$ cat src/rtl/collector_if.sv
// Scanner-to-collector result bus and collector record output port.
// slave is the collector's view, master the driving/consuming side.
interface collector_if;
  logic         scn_dvld_clt;
  logic [7:0]   scn_cmd_clt;
  logic [23:0]  scn_id_clt;
  logic [255:0] scn_data_clt;
  logic [31:0]  scn_bvld_clt;
  logic         scn_end_clt;
  logic         clt_rdy_scn;
  logic         clt_dvld_out;
  logic [127:0] clt_rec_out;
  logic         clt_rdy_in;

  modport slave (
    input  scn_dvld_clt, scn_cmd_clt, scn_id_clt, scn_data_clt, scn_bvld_clt,
           scn_end_clt, clt_rdy_in,
    output clt_rdy_scn, clt_dvld_out, clt_rec_out
  );

  modport master (
    output scn_dvld_clt, scn_cmd_clt, scn_id_clt, scn_data_clt, scn_bvld_clt,
           scn_end_clt, clt_rdy_in,
    input  clt_rdy_scn, clt_dvld_out, clt_rec_out
  );
endinterface

$ cat src/rtl/collector.sv
// Result collector: turns scanner hit beats into 128-bit match records queued
// in a first-word-fall-through FIFO, with block/hit/miss stats and a sticky error.
module collector #(
  parameter int DEPTH     = 16,
  parameter int AW        = 4,
  parameter int KEEP_MISS = 0
) (
  input  logic        clk,
  input  logic        reset,
  collector_if.slave  bus,
  output logic [31:0] clt_blk_cnt,
  output logic [31:0] clt_hit_cnt,
  output logic [31:0] clt_miss_cnt,
  output logic        clt_err
);
  localparam logic [AW:0] FULL_OCC = (AW+1)'(DEPTH);

  typedef enum logic [1:0] {S_EMPTY, S_ACTIVE, S_FULL} state_e;

  state_e         state_q, state_d;
  logic [AW:0]    occ_q, occ_d;
  logic [AW-1:0]  wptr_q, rptr_q;
  logic [31:0]    seq_q, blk_q, hit_q, miss_q;
  logic           err_q;
  logic [127:0]   mem_q [DEPTH];

  logic [31:0]    sig_cnt, sig_id, sig_off;
  logic           accept, is_hit, push, pop, bad_beat;
  logic [127:0]   rec_in;

  assign sig_cnt = bus.scn_data_clt[31:0];
  assign sig_id  = bus.scn_data_clt[63:32];
  assign sig_off = bus.scn_data_clt[95:64];

  // Ready/valid come straight from the registered state, so a same-cycle pop
  // never opens a full FIFO.
  assign bus.clt_rdy_scn  = ~reset & (state_q != S_FULL);
  assign bus.clt_dvld_out = (state_q != S_EMPTY);
  assign bus.clt_rec_out  = mem_q[rptr_q];

  assign accept   = bus.scn_dvld_clt & bus.clt_rdy_scn;
  assign is_hit   = (sig_cnt != 32'd0);
  assign push     = accept & (is_hit | (KEEP_MISS != 0));
  assign pop      = bus.clt_dvld_out & bus.clt_rdy_in;
  assign bad_beat = (bus.scn_bvld_clt != 32'hFFFF_FFFF) | ~bus.scn_end_clt |
                    (bus.scn_data_clt[255:96] != '0);
  assign rec_in   = {bus.scn_cmd_clt, bus.scn_id_clt, sig_id, sig_off, seq_q};

  assign clt_blk_cnt  = blk_q;
  assign clt_hit_cnt  = hit_q;
  assign clt_miss_cnt = miss_q;
  assign clt_err      = err_q;

  always_comb begin
    occ_d = occ_q;
    case ({push, pop})
      2'b10:   occ_d = occ_q + (AW+1)'(1);
      2'b01:   occ_d = occ_q - (AW+1)'(1);
      default: occ_d = occ_q;
    endcase
  end

  always_comb begin
    state_d = state_q;
    case (state_q)
      S_EMPTY:  if (push) state_d = S_ACTIVE;
      S_ACTIVE: begin
        if (occ_d == FULL_OCC)   state_d = S_FULL;
        else if (occ_d == '0)    state_d = S_EMPTY;
      end
      S_FULL:   if (pop) state_d = S_ACTIVE;
      default:  state_d = S_EMPTY;
    endcase
  end

  always_ff @(posedge clk or posedge reset) begin
    if (reset) begin
      state_q <= S_EMPTY;
      occ_q   <= '0;
      wptr_q  <= '0;
      rptr_q  <= '0;
      seq_q   <= '0;
      blk_q   <= '0;
      hit_q   <= '0;
      miss_q  <= '0;
      err_q   <= 1'b0;
    end else begin
      state_q <= state_d;
      occ_q   <= occ_d;
      if (push) begin
        wptr_q <= wptr_q + AW'(1);
        seq_q  <= seq_q + 32'd1;
      end
      if (pop) rptr_q <= rptr_q + AW'(1);
      if (accept) begin
        if (bus.scn_end_clt) blk_q <= blk_q + 32'd1;
        if (is_hit) hit_q  <= hit_q + 32'd1;
        else        miss_q <= miss_q + 32'd1;
        if (bad_beat) err_q <= 1'b1;
      end
    end
  end

  // Storage carries no reset; contents are only observed while occupied.
  always_ff @(posedge clk) begin
    if (push) mem_q[wptr_q] <= rec_in;
  end
endmodule

$ cat src/flat_wrapper.sv
// flat-port wrapper written by rule: the top's interface ports become plain ports
module collector_flat 
#(
  parameter int DEPTH     = 16,
  parameter int AW        = 4,
  parameter int KEEP_MISS = 0
)
  (clk, reset, clt_blk_cnt, clt_hit_cnt, clt_miss_cnt, clt_err, bus_scn_dvld_clt, bus_scn_cmd_clt, bus_scn_id_clt, bus_scn_data_clt, bus_scn_bvld_clt, bus_scn_end_clt, bus_clt_rdy_in, bus_clt_rdy_scn, bus_clt_dvld_out, bus_clt_rec_out);
  collector_if bus_i ();
  input  logic clk;
  input  logic reset;
  output logic [31:0] clt_blk_cnt;
  output logic [31:0] clt_hit_cnt;
  output logic [31:0] clt_miss_cnt;
  output logic clt_err;
  input wire logic [$bits(bus_i.scn_dvld_clt)-1:0] bus_scn_dvld_clt;
  input wire logic [$bits(bus_i.scn_cmd_clt)-1:0] bus_scn_cmd_clt;
  input wire logic [$bits(bus_i.scn_id_clt)-1:0] bus_scn_id_clt;
  input wire logic [$bits(bus_i.scn_data_clt)-1:0] bus_scn_data_clt;
  input wire logic [$bits(bus_i.scn_bvld_clt)-1:0] bus_scn_bvld_clt;
  input wire logic [$bits(bus_i.scn_end_clt)-1:0] bus_scn_end_clt;
  input wire logic [$bits(bus_i.clt_rdy_in)-1:0] bus_clt_rdy_in;
  output wire logic [$bits(bus_i.clt_rdy_scn)-1:0] bus_clt_rdy_scn;
  output wire logic [$bits(bus_i.clt_dvld_out)-1:0] bus_clt_dvld_out;
  output wire logic [$bits(bus_i.clt_rec_out)-1:0] bus_clt_rec_out;
  assign bus_i.scn_dvld_clt = bus_scn_dvld_clt;
  assign bus_i.scn_cmd_clt = bus_scn_cmd_clt;
  assign bus_i.scn_id_clt = bus_scn_id_clt;
  assign bus_i.scn_data_clt = bus_scn_data_clt;
  assign bus_i.scn_bvld_clt = bus_scn_bvld_clt;
  assign bus_i.scn_end_clt = bus_scn_end_clt;
  assign bus_i.clt_rdy_in = bus_clt_rdy_in;
  assign bus_clt_rdy_scn = bus_i.clt_rdy_scn;
  assign bus_clt_dvld_out = bus_i.clt_dvld_out;
  assign bus_clt_rec_out = bus_i.clt_rec_out;
  collector #(.DEPTH(DEPTH), .AW(AW), .KEEP_MISS(KEEP_MISS)) u_core (.clk(clk), .reset(reset), .bus(bus_i), .clt_blk_cnt(clt_blk_cnt), .clt_hit_cnt(clt_hit_cnt), .clt_miss_cnt(clt_miss_cnt), .clt_err(clt_err));
endmodule
$ cat config.mk
export PLATFORM = sky130hd
export DESIGN_NAME = collector_flat
export DESIGN_NICKNAME = d
export VERILOG_FILES = /design/src/rtl/collector_if.sv /design/src/rtl/collector.sv /design/src/flat_wrapper.sv
export SDC_FILE = /design/constraint.sdc
export NUM_CORES = 2
export LEC_CHECK = 0
export ABC_CLOCK_PERIOD_IN_PS = 15100
export BUFFER_PORTS_ARGS = -buffer_cell sky130_fd_sc_hd__clkbuf_2
export CAP_MARGIN = 20
export CORE_MARGIN = 2
export CORE_UTILIZATION = 37
export DETAILED_ROUTE_END_ITERATION = 10
export PLACE_DENSITY_LB_ADDON = 0.3
export SYNTH_ARGS = -nofsm -noshare
export SYNTH_HDL_FRONTEND = slang
export SYNTH_SLANG_ARGS = --single-unit
export TNS_END_PERCENT = 100
$ cat constraint.sdc
create_clock -name clk -period 15.1 [get_ports clk]
set_input_delay 0 -clock clk [delete_from_list [all_inputs] [get_ports clk]]
set_output_delay 0 -clock clk [all_outputs]
set_load 0.01 [all_outputs]
==> impl_results.md <==
- Post-route ant nets: 0
- Slew at the pin closest to its max-slew limit: 1.30 ns
- Vias in the first global route: 42200
- Post-synthesis sequential area ratio: 77.9%
- R2R cell count: 8
- Fillcell total: 19100
- Routed wire length: 212 mm
- Minimum clock period: 5.77 ns
- PortBufs: 551
- Post_cts resized: 0
- Cell area after synthesis: 83600 µm²
- Clock Sinks: 2192
- Post-CTS Setup Inserts: 0
- Clock Latency Late Sink: 0.87 ns
- Rel. slew slack: 13.4%
- Startpoint class of the critical path: flop
- GRT Resource Usage Total: 18.4%
- Setup Skew: 0.0640 ns
- Worst EP required: 15.10 ns
- CTS tree: yes
- CTS Buf Count: 220
- Initial Util: 37.2%
- Pin count of the biggest net entering global routing: 159
- Height of the chip: 479 µm
- Die X: 479 µm
- Placer Congestion: 0.891
- Number of max-cap violations: 0
- Clock-pin slew on the worst setup and hold paths: 0.06 ns
- Detailed-route via count: 40000
- Leak: 0.0319 µW
- Crit Path Class: flop to primary output
- Hold-fix buffers at CTS: 113
- Unique masters post-synth: 46
- DRT Pass-1 Iters: 5
- Hold Vio Cnt, Final: 0
- Nets: 4646
- Synthesized net count: 3850
- Worst-path fanout max: 46
- Fin crit share: 38.2%
- Synthesized area per cell: 23.8 µm²
- First DRT Iteration DRCs: 3175
- First-pass GRT wire length: 305 mm
- Placed cell area: 90200 µm²
- Root Driver: clkbuf_16
- Worst vdd ir: 0.172 mV
- Pwr/cell area: 173 nW/µm²
- DRC viols: 0
- Core area: 225000 µm²
- Initial antenna violation count: 21
- Synth Instances: 3513
- DIE AREA: 230000 µm²
- Status: finished, final reports clean
- Dpl hpwl: 114 mm
- Post-route cell area: 98600 µm²
- Top-level port count: 552
- Sum Neg Setup Slack: 0 ns
- Proportion of layout cells with a drive suffix above 1: 35.9%
- Grt total ovfl: 0
- Cell Rows: 174
- Number of flops mapped to enable cells by yosys: 2048
- Worst path arrival time: 5.77 ns
- Area grow syn2layout: 17.9%
- Crit end category: primary output
- Fin. max-slew vios: 0
- Synth warnings: 0
- FFs w/ async S/R, synth: 6.57%
- WL/cell: 28.3 µm
- Count of final setup violators: 0
- Fmax: 173 MHz
- Seq cells post-synth: 2192
- Hold WC Path Type: input pin to flop
- Worst Hold Depth: 7
- RSZ-0062 raised after global routing: no
- CTS Buffer Depth: 3
- Vias per cell: 5.33
- H-tree depth: 4
- Dominant synthesized flop cell: edfxtp_1
==> through the flow <==
stage          total power, µW  instances  worst slack, ns  hold WS, ns  util (%)
2_1_floorplan            10300       3513             4.28       0.0475         -
3_3_place_gp             11900       6964             9.97        0.261      40.2
3_5_place_dp             11900       6965             9.96        0.269      40.2
4_1_cts                  17300       7489             9.02      0.00107      43.9
5_1_grt                  17800       7492             8.73       0.0622      43.9
6_report                 17000       7495             9.33       0.0752      43.9
==> cell usage in the layout, fill, tap and decap left out, types with 11 or more instances in the layout <==
cell           count
clkinv_2          33
xnor2_1          103
nor2_1            36
buf_12            13
edfxtp_1        2048
clkinv_1          42
clkbuf_1          53
clkbuf_16        220
mux4_2           640
clkbuf_2         551
dfrtp_1          140
xor2_1            33
nor4_1            51
nand3_1           47
nor2_4            12
clkinvlp_4        12
inv_1             20
nand4_1           51
buf_4             52
ha_1              12
and4_1            11
dlygate4sd3_1    113
nand2_1           63
bufinv_16         17
and3_1            26
==> final cells by class <==
type                            instances  area [µm²]  area share, %
Sequential cell                      2192       65100           66.1
Multi-Input combinational cell       1143       17900           18.1
Clock buffer                          284        5840           5.92
Timing Repair Buffer                  731        4550           4.62
Tap cell                             2992        3740           3.80
Clock inverter                        127        1340           1.36
Inverter                               21        83.8         0.0851
Antenna cell                            5        12.5         0.0127
==> cell usage after synthesis (2+ instances only) <==
cell,count,area [µm²]
nand2b_1,3,18.8
xnor2_1,103,902
buf_2,43,215
xor2_1,33,289
mux2_2,6,67.6
nand4_1,51,319
a21oi_1,6,30.0
nor4b_1,2,17.5
nor2_1,48,180
buf_6,2,22.5
and4_1,11,96.3
a211oi_2,2,25.0
buf_1,17,63.8
nor2b_1,2,12.5
o21ai_0,3,15.0
clkbuf_1,94,353
nand3_1,47,235
nor3_1,12,60.1
inv_1,21,78.8
dfrtp_1,144,3600
ha_1,12,150
mux4_2,640,14400
nand2_1,63,236
a21o_1,2,15.0
nor4_1,51,319
and3_1,26,163
nor3_2,3,30.0
edfxtp_1,2048,61500
==> power by group <==
part | internal [µW] | leakage, µW | switching (µW)
clock network | 3040 | 0.00346 | 2320
registers | 7000 | 0.0201 | 263
logic | 2090 | 0.00832 | 2290
total | 12100 | 0.0319 | 4880
==> cell families (layout without fill, tap and decap cells) <==
logic type               Yosys count  in the layout  synth area share, %
other                              0              5                    0
XOR/XNOR                         136            136                 1.42
buffers and inverters            178           1163                0.886
adder cells (fa/ha/maj)           12             12                0.180
AO/OA/AOI/OAI                     17             17                0.148
AND/OR/NAND/NOR                  332            332                 2.16
flip-flops                      2192           2192                 77.9
multiplexers                     646            646                 17.3
==> registers in the layout (all words and copies together) (netlist names), 4 cells and up <==
signal,count
u_core.clt_blk_cnt,32
u_core.clt_hit_cnt,32
u_core.clt_miss_cnt,32
u_core.mem_q,2048
u_core.occ_q,5
u_core.rptr_q,4
u_core.seq_q,32
u_core.wptr_q,4
==> critical path: stages (launching register included) <==
cell      delay, ns
dfrtp_4        1.01
buf_4          0.81
buf_4          0.87
buf_4          0.75
mux4_2         0.58
mux4_2         0.61
clkbuf_2       0.17
==> routing by layer <==
metal  routed length, µm  track usage [%]  share of wire (%)
met5                 119                0              0.056
met4                5840             5.36                2.8
met3               14400             4.53                6.8
met2              105000             30.3                 50
met1               86300             24.2                 41
==> worst paths after layout <==
| kind | slack (ns) | start | endpoint |
|---|---|---|---|
| worst max-delay path | 9.33 | u_core.rptr_q[0]$_DFFE_PP0P_ | bus_clt_rec_out[87] |
| worst min-delay path | 0.08 | bus_scn_data_clt[31] | u_core.clt_miss_cnt[13]$_DFFE_PP0P_ |
| worst max register to register | 10.61 | u_core.state_q[0]$_DFFE_PP0P_ | u_core.mem_q[4][40]$_DFFE_PP_ |
| worst min register to register | 0.47 | u_core.clt_miss_cnt[31]$_DFFE_PP0P_ | u_core.clt_miss_cnt[31]$_DFFE_PP0P_ |
| max in group asynchronous | 13.15 | reset | u_core.clt_miss_cnt[27]$_DFFE_PP0P_ |
| min in group asynchronous | 0.43 | reset | u_core.clt_hit_cnt[30]$_DFFE_PP0P_ |
Power figures use the tool's default switching activity.
